## src/rtl/ddr_ahb_csr_master.sv

```systemverilog
// AHB-Lite single-transfer CSR initiator with valid/ready command and response ports.
// Optional wait-state timeout is compiled in with DDR_AHB_CSR_MST_TIMEOUT_EN.
module ddr_ahb_csr_master #(
   parameter int AWIDTH         = 32,
   parameter int DWIDTH         = 32,
   parameter int TIMEOUT_CYCLES = 255
) (
   input  logic              i_hclk,
   input  logic              i_hreset,
   input  logic              i_cmd_valid,
   output logic              o_cmd_ready,
   input  logic              i_cmd_write,
   input  logic [AWIDTH-1:0] i_cmd_addr,
   input  logic [DWIDTH-1:0] i_cmd_wdata,
   output logic              o_rsp_valid,
   input  logic              i_rsp_ready,
   output logic [DWIDTH-1:0] o_rsp_rdata,
   output logic              o_rsp_error,
   output logic              o_rsp_timeout,
   output logic [AWIDTH-1:0] o_haddr,
   output logic              o_hwrite,
   output logic              o_hsel,
   output logic [DWIDTH-1:0] o_hwdata,
   output logic [1:0]        o_htrans,
   output logic [2:0]        o_hsize,
   output logic [2:0]        o_hburst,
   input  logic              i_hready,
   input  logic [DWIDTH-1:0] i_hrdata,
   input  logic [1:0]        i_hresp
);

   typedef enum logic [1:0] {S_IDLE, S_ADDR, S_DATA, S_RSP} state_e;

   state_e            state_q, state_d;
   logic [AWIDTH-1:0] haddr_q, haddr_d;
   logic              hwrite_q, hwrite_d;
   logic [DWIDTH-1:0] hwdata_q, hwdata_d;
   logic              hsel_q, hsel_d;
   logic [1:0]        htrans_q, htrans_d;
   logic              cmd_ready_q, cmd_ready_d;
   logic              rsp_valid_q, rsp_valid_d;
   logic [DWIDTH-1:0] rdata_q, rdata_d;
   logic              err_q, err_d;
   logic              abort;

   always_comb begin
      state_d  = state_q;
      haddr_d  = haddr_q;
      hwrite_d = hwrite_q;
      hwdata_d = hwdata_q;
      rdata_d  = rdata_q;
      err_d    = err_q;
      unique case (state_q)
         S_IDLE: begin
            if (cmd_ready_q && i_cmd_valid) begin
               if (i_cmd_addr[1:0] == 2'b00) begin
                  haddr_d  = i_cmd_addr;
                  hwrite_d = i_cmd_write;
                  hwdata_d = i_cmd_wdata;
                  state_d  = S_ADDR;
               end else begin
                  rdata_d = '0;
                  err_d   = 1'b1;
                  state_d = S_RSP;
               end
            end
         end
         S_ADDR: begin
            if (i_hready) begin
               state_d = S_DATA;
            end else if (abort) begin
               rdata_d = '0;
               err_d   = 1'b1;
               state_d = S_RSP;
            end
         end
         S_DATA: begin
            if (i_hready) begin
               err_d   = (i_hresp != 2'b00);
               rdata_d = (!hwrite_q && i_hresp == 2'b00) ? i_hrdata : '0;
               state_d = S_RSP;
            end else if (abort) begin
               rdata_d = '0;
               err_d   = 1'b1;
               state_d = S_RSP;
            end
         end
         S_RSP: begin
            if (i_rsp_ready) state_d = S_IDLE;
         end
         default: state_d = S_IDLE;
      endcase
      // Outputs are decoded from the next state so they leave flops.
      hsel_d      = (state_d == S_ADDR);
      htrans_d    = hsel_d ? 2'b10 : 2'b00;
      cmd_ready_d = (state_d == S_IDLE);
      rsp_valid_d = (state_d == S_RSP);
   end

`ifdef DDR_AHB_CSR_MST_TIMEOUT_EN
   localparam logic [15:0] TO_LIM = 16'(TIMEOUT_CYCLES);

   logic [15:0] cnt_q, cnt_d;
   logic        tmo_q, tmo_d;
   logic        busy;

   assign busy  = (state_q == S_ADDR) || (state_q == S_DATA);
   assign abort = busy && !i_hready && (cnt_q + 16'd1 == TO_LIM);

   always_comb begin
      cnt_d = cnt_q;
      tmo_d = tmo_q;
      if (state_q == S_IDLE) cnt_d = '0;
      else if (busy && !i_hready) cnt_d = cnt_q + 16'd1;
      if (state_q != S_RSP && state_d == S_RSP) tmo_d = abort;
   end

   always_ff @(posedge i_hclk) begin
      if (!i_hreset) begin
         cnt_q <= '0;
         tmo_q <= 1'b0;
      end else begin
         cnt_q <= cnt_d;
         tmo_q <= tmo_d;
      end
   end

   assign o_rsp_timeout = tmo_q;
`else
   assign abort         = 1'b0;
   assign o_rsp_timeout = 1'b0;
`endif

   always_ff @(posedge i_hclk) begin
      if (!i_hreset) begin
         state_q     <= S_IDLE;
         haddr_q     <= '0;
         hwrite_q    <= 1'b0;
         hwdata_q    <= '0;
         hsel_q      <= 1'b0;
         htrans_q    <= 2'b00;
         cmd_ready_q <= 1'b0;
         rsp_valid_q <= 1'b0;
         rdata_q     <= '0;
         err_q       <= 1'b0;
      end else begin
         state_q     <= state_d;
         haddr_q     <= haddr_d;
         hwrite_q    <= hwrite_d;
         hwdata_q    <= hwdata_d;
         hsel_q      <= hsel_d;
         htrans_q    <= htrans_d;
         cmd_ready_q <= cmd_ready_d;
         rsp_valid_q <= rsp_valid_d;
         rdata_q     <= rdata_d;
         err_q       <= err_d;
      end
   end

   assign o_cmd_ready = cmd_ready_q;
   assign o_rsp_valid = rsp_valid_q;
   assign o_rsp_rdata = rdata_q;
   assign o_rsp_error = err_q;
   assign o_haddr     = haddr_q;
   assign o_hwrite    = hwrite_q;
   assign o_hsel      = hsel_q;
   assign o_hwdata    = hwdata_q;
   assign o_htrans    = htrans_q;
   assign o_hsize     = 3'b010;
   assign o_hburst    = 3'b000;

endmodule

```

## config.mk

```make
export PLATFORM = sky130hd
export DESIGN_NAME = ddr_ahb_csr_master
export DESIGN_NICKNAME = d
export VERILOG_FILES = /design/src/rtl/ddr_ahb_csr_master.sv
export SDC_FILE = /design/constraint.sdc
export NUM_CORES = 1
export LEC_CHECK = 0
export BUFFER_PORTS_ARGS = -buffer_cell sky130_fd_sc_hd__buf_2
export CAP_MARGIN = 20
export CORE_ASPECT_RATIO = 1.1
export CORE_MARGIN = 2
export CORE_UTILIZATION = 31
export CTS_BUF_LIST = sky130_fd_sc_hd__clkbuf_16
export DETAILED_ROUTE_END_ITERATION = 6
export GPL_TIMING_DRIVEN = 1
export SLEW_MARGIN = 20
export SYNTH_ARGS = -nofsm -noshare
export SYNTH_HDL_FRONTEND = slang
export SYNTH_SLANG_ARGS = --single-unit
```

## constraint.sdc

```tcl
create_clock -name i_hclk -period 1.4 [get_ports i_hclk]
set_input_delay 0.21 -clock i_hclk [delete_from_list [all_inputs] [get_ports i_hclk]]
set_output_delay 0.21 -clock i_hclk [all_outputs]
set_load 0.02 [all_outputs]
```

==> results of run 1 <==
## cell type report
| class | instances | share of cell area, % |
|---|---|---|
| Sequential cell | 103 | 35.88 |
| Multi-Input combinational cell | 319 | 31.75 |
| Timing Repair Buffer | 229 | 24.16 |
| Clock buffer | 9 | 3.911 |
| Tap cell | 161 | 3.498 |
| Clock inverter | 7 | 0.6084 |
| Inverter | 3 | 0.1956 |
## how the worst max path moves through the flow
stage                      from               to  slack (ns)  cells past startpoint
floorplan           o_cmd_ready  o_rsp_rdata[10]        0.08                      5
global placement     state_q[1]      o_rsp_valid       0.006                      3
detailed placement   state_q[1]     o_hwdata[31]       0.002                      5
CTS                  state_q[0]  o_rsp_rdata[30]        0.02                      5
global route         state_q[0]  o_rsp_rdata[12]       -0.06                      6
finish              o_cmd_ready  o_rsp_rdata[18]        0.06                      4
## cell usage after synthesis, drive strengths merged
cell type / n / share of area [%]
a211o: 1 / 0.21
a21oi: 63 / 7.6
a221oi: 1 / 0.21
a311oi: 1 / 0.21
a32o: 1 / 0.24
a32oi: 1 / 0.21
and3: 2 / 0.30
and4bb: 1 / 0.30
buf: 42 / 6.3
clkbuf: 18 / 1.7
conb: 2 / 0.18
dfxtp: 103 / 49
inv: 3 / 0.27
mux2i: 32 / 7.7
nand2: 33 / 3.0
nand2b: 2 / 0.30
nand3: 95 / 11
nand4bb: 1 / 0.27
nor2: 2 / 0.18
nor2b: 3 / 0.45
nor3: 1 / 0.12
nor4: 2 / 0.30
nor4b: 1 / 0.57
o211a: 2 / 0.48
o211ai: 1 / 0.30
o21ai: 63 / 7.6
or2: 1 / 0.15
or2b: 1 / 0.18
## cell families (layout without fill, tap and decap cells)
| kind of cell | Yosys count | count (layout) | synth area share (%) |
|---|---|---|---|
| AND/OR/NAND/NOR | 145 | 145 | 17.50 |
| AO/OA/AOI/OAI | 134 | 134 | 16.99 |
| flip-flops | 103 | 103 | 49.46 |
| buffers and inverters | 63 | 248 | 8.193 |
| multiplexers | 32 | 32 | 7.683 |
| other | 2 | 8 | 0.1801 |
## where the power goes
group,leakage [nW],internal [W],switching (W),total (W)
registers,0.832,0.00309,0.000111,0.00321
clock network,0.136,0.00118,0.00106,0.00224
logic,1.68,0.00125,0.00186,0.00311
total,2.65,0.00552,0.00303,0.00855
## what timing repair did
item / CTS / global route
setup endpoints to repair: 2 / 58
pin swaps: 0 / 2
cloned: 0 / 3
setup buffers: 0 / 1
resized for setup: 1 / 9
## metal layers
layer	up-vias	global-route usage, %	routed length (microns)
met2	170	26.94	6004
met3	21	4.572	993
met4	0	7.604	320
li1	2034	-	-
met1	1977	20.93	5484
met5	-	0	0
## layout by cell type, fill, tap and decap left out, types with 2 or more instances in the layout
cell type,count
buf_2,205
buf_6,2
o211a_1,2
nor2b_1,2
nand2b_1,2
o21ai_1,29
clkinvlp_4,2
inv_1,6
dfxtp_2,3
mux2i_1,31
conb_1,8
and3_1,2
nand2_1,33
clkbuf_16,12
buf_4,9
a21oi_1,63
o21ai_0,34
dfxtp_1,100
nand3_1,95
buf_12,10
## metrics by stage
stage / TNS (ns) / power [W]
finish: 0 / 0.008554
global route: -0.2143 / 0.009023
CTS: 0 / 0.008371
detailed placement: 0 / 0.006139
floorplan: 0 / 0.005220
global placement: 0 / 0.006066
## worst max-delay path, cell delays in order (launching register included)
cell,delay (ns)
dfxtp_2,0.38
o211ai_2,0.12
a211o_4,0.40
buf_12,0.18
mux2i_2,0.15
## flip-flops by register name (all words and copies together), names as in the netlist
register / cells
o_cmd_ready: 1
o_haddr: 32
o_htrans: 1
o_hwdata: 32
o_hwrite: 1
o_rsp_error: 1
o_rsp_rdata: 32
o_rsp_valid: 1
state_q: 2
==> metrics.txt, run 1 <==
pwr dens=1486 nW/um^2; Detail Route Antenna Nets=0; Post-Place Setup Slack=0.002262 ns; final clock skew=0.005337 ns; Die Y=125.6 microns; Tcrit/Tclk final=96.05%; Post-DP Area=5381 sq um; Longest Clk Path Bufs=2; largest net degree at the start of global routing=56; hold slack=0.1165 ns; CP startpoint kind=register; Post-Syn Area=4169 sq um; register area share after synthesis=49.46%; Avg Inst Size Synth=8.704 sq um; Pleak=2.646 nW; number of global-route vias before repair=3,888; Clk Latency, worst-skew pair=0.34 ns; Die Wd=114.6 microns; # setup viols final=0; placed cells=811; Hold Crit Endpoint=o_haddr[14]; Total Routing Usage GR=16.78%; H-tree lvl count=3; Finished Layout Cells=831; YS warnings=0; Post-route DRC=0; area delta synth->final=38.12%; DP Wirelength=8.649 mm; fill count=1,317; clk slew on worst S/H paths=0.07 ns; reg-to-reg slack, setup=0.06 ns; worst r2r path cells=4; CTS tree=yes; initial antenna violation count=0; RePlAce Congestion=0.7915; #FFs+latches synth=103; Vias=4,202; Reg2Reg Launch Point=o_cmd_ready; final worst slack=0.05527 ns; post-route cell area=5758 sq um; # hold bufs at CTS=0; Final Critical Period=1.345 ns; CP Class=register to register; final core occ=43.76%; Num CTS Buffers=9; CTS root buffer=clkbuf_16; Congestion Overflow GR=0; Routed WL=12.80 mm; layout net count=769; FMAX=743.6 MHz; diodes inserted=0; hold path start=i_cmd_addr[14]; Min-Delay Path Depth=3; Slew Viols, Final=0; vias per cell=5.057; IO Pins=214; core area=13,160 sq um; first-pass GRT wire length=19.28 mm; ratio of cells with drive above 1 in the final layout=38.21%; status=complete, no violations; drt wl/cell=15.41 microns; Initial Util=31.69%; # clock sinks=103; Worst R2R End=o_rsp_rdata[18]; Multi-input gate area=1828 sq um; maxcap violations=0; post-synth cell types=34; worst-path fanout max=20; TritonRoute pass-1 iters=4; RSZ-0062 raised after global routing=true; Hold Path Class=input port to register; Worst EP required=1.63 ns; element type at the critical path end=register; storage element area=2066 sq um; Hold Fails Final Rpt=0; Gate Count Post-Synth=479; drt first-iter violations=351; Peak VDD IR=0.0008272 V; IO buf count=205; Die Area=14,390 sq um; FP Rows=44; CP arrival=1.58 ns
Note: power is estimated with default switching activity, not from simulation.
==> run 2: changes to the inputs <==
CELL_PAD_IN_SITES_DETAIL_PLACEMENT = 0   (was unset)
CELL_PAD_IN_SITES_GLOBAL_PLACEMENT = 1   (was unset)
PLACE_DENSITY_LB_ADDON = 0.1   (was unset)
==> run 2 against run 1 <==
  * Sequential cell count is the same
  * Largest cell class unchanged
  * Utilization shrank 0.63 points
  * Sequential power is essentially flat
  * Via count shrank 1.6%
  * Fmax grew 1.2%
  * Worst setup slack gained 0.016 ns
  * First-iteration DRC count shrank 32%
  * Non-clock buffer count shrank 3
  * Clock skew is essentially flat
  * Critical endpoint is now o_rsp_rdata[31]
  * Die area is the same
  * Highest routed layer unchanged
  * Critical path depth is the same
==> metrics.txt, run 2 (synthesis gave the netlist of run 1 again) <==
status=complete, no violations (unchanged); diodes inserted=0 (unchanged); number of global-route vias before repair=3,993 (was 3,888); # setup viols final=0 (unchanged); Vias=4,133 (was 4,202); vias per cell=4.992 (was 5.057); RePlAce Congestion=0.7387 (was 0.7915); Detail Route Antenna Nets=0 (unchanged); CP arrival=1.55 ns (was 1.58 ns); Worst EP required=1.62 ns (was 1.63 ns); core area=13,160 sq um (unchanged); drt wl/cell=15.40 microns (was 15.41 microns); Hold Fails Final Rpt=0 (unchanged); Die Y=125.6 microns (unchanged); drt first-iter violations=237 (was 351); fill count=1,336 (was 1,317); largest net degree at the start of global routing=47 (was 56); # hold bufs at CTS=0 (unchanged); ratio of cells with drive above 1 in the final layout=37.78% (was 38.21%); final clock skew=0.005558 ns (was 0.005337 ns); Post-route DRC=0 (unchanged); IO buf count=205 (unchanged); Final Critical Period=1.329 ns (was 1.345 ns); FMAX=752.4 MHz (was 743.6 MHz); element type at the critical path end=register (unchanged); clk slew on worst S/H paths=0.07 ns (about the same); final worst slack=0.07085 ns (was 0.05527 ns); post-route cell area=5675 sq um (was 5758 sq um); CTS tree=yes (unchanged); critical path's slowest cell=a211o_2 (was a211o_4); initial antenna violation count=0 (unchanged); layout net count=766 (was 769); commonest cells after routing, fill and taps aside=205 x buf_2, 100 x dfxtp_1, 95 x nand3_1, 63 x a21oi_1, 33 x nand2_1 (was 205 x buf_2, 100 x dfxtp_1, 95 x nand3_1, 63 x a21oi_1, 34 x o21ai_0); H-tree lvl count=3 (unchanged); critical path cell sequence=o211ai_2, a211o_2, buf_12, mux2i_1 (was o211ai_2, a211o_4, buf_12, mux2i_2); Hold Path Class=input port to register (unchanged); IO Pins=214 (unchanged); FP Rows=44 (unchanged); TritonRoute pass-1 iters=4 (unchanged); CTS root buffer=clkbuf_16 (unchanged); Routed WL=12.75 mm (was 12.80 mm); Longest Clk Path Bufs=2 (unchanged); Pleak=2.610 nW (was 2.646 nW); Initial Util=31.69% (unchanged); RSZ-0062 raised after global routing=true (unchanged); Post-Place Setup Slack=0.03927 ns (was 0.002262 ns); pwr dens=1512 nW/um^2 (was 1486 nW/um^2); CP startpoint kind=register (unchanged); Peak VDD IR=0.0005239 V (was 0.0008272 V); DP Wirelength=8.742 mm (was 8.649 mm); Die Area=14,390 sq um (unchanged); worst-path fanout max=18 (was 20); commonest non-fill, non-tap cell in the layout=buf_2 (unchanged); Tcrit/Tclk final=94.94% (was 96.05%); Total Routing Usage GR=17.59% (was 16.78%); Slew Viols, Final=0 (unchanged); final core occ=43.13% (was 43.76%); Die Wd=114.6 microns (unchanged); area delta synth->final=36.13% (was 38.12%); maxcap violations=0 (unchanged); Num CTS Buffers=9 (unchanged); CP Class=register to register (unchanged); Post-DP Area=5376 sq um (was 5381 sq um); # clock sinks=103 (unchanged); Congestion Overflow GR=0 (unchanged); first-pass GRT wire length=20.22 mm (was 19.28 mm); Clk Latency, worst-skew pair=0.34 ns (about the same); max incr delay on CP=0.41 ns (was 0.40 ns)
[run 2: changes by cell type in the layout (fill, tap and decap cells not counted), sizes merged]
cell / before / now
clkinv: 1 / 5
inv: 7 / 3
clkbuf: 12 / 9
bufinv: 0 / 1
clkinvlp: 2 / 1
[run 2: worst paths after layout]
path | from | to | slack (ns) | cells past startpoint
setup reg to reg | o_cmd_ready | o_rsp_rdata[31] | 0.07 | 4
setup / recovery | o_cmd_ready | o_rsp_rdata[31] | 0.07 | 4
hold / removal | i_cmd_wdata[2] | o_hwdata[2] | 0.11 | 3
hold reg to reg | o_rsp_rdata[13] | o_rsp_rdata[13] | 0.46 | 2
[run 2: through the flow]
step                total power [W]  setup TNS (ns)  instances  hold WS, ns
floorplan                  0.005220               0        485       0.3218
detailed placement         0.006144               0        812       0.4474
global route               0.009011       -0.005005        828       0.1070
global placement           0.006125               0        812       0.4412
finish                     0.008579               0        828       0.1121
CTS                        0.008655               0        828      0.09615
[run 2: cell type report]
class / instances / area (sq um) / share of cell area (%)
clock buffers: 9 / 225.2 / 3.968
clock inverters: 7 / 63.81 / 1.124
inverters: 3 / 11.26 / 0.1984
multi-input cells: 319 / 1804 / 31.79
flip-flops and latches: 103 / 2066 / 36.40
well taps: 161 / 201.4 / 3.549
repair buffers: 226 / 1304 / 22.97
[run 2: what timing repair did]
| action | CTS | global route |
|---|---|---|
| buffers inserted | 0 | 0 |
| gates resized for setup | 0 | 9 |
| setup endpoints to repair | 0 | 65 |
[run 2: critical path: cells and delay by family, from the launching register on]
kind	cells	cell delay, ns
AOI/OAI and AO/OA	2	0.52
DFF	1	0.37
buffers and inverters	1	0.18
muxes	1	0.13
[run 2: power breakdown]
part / internal [W] / switching (W) / total (W)
Clock: 0.00137 / 0.00112 / 0.00249
Combinational: 0.00111 / 0.00176 / 0.00287
Sequential: 0.00309 / 0.000122 / 0.00322
[run 2: layer usage]
| layer | track usage [%] | wire length [microns] |
|---|---|---|
| met1 | 22.45 | 5509 |
| met2 | 28.54 | 6154 |
| met3 | 4.139 | 820 |
| met4 | 7.102 | 269 |
| met5 | 0 | 0 |
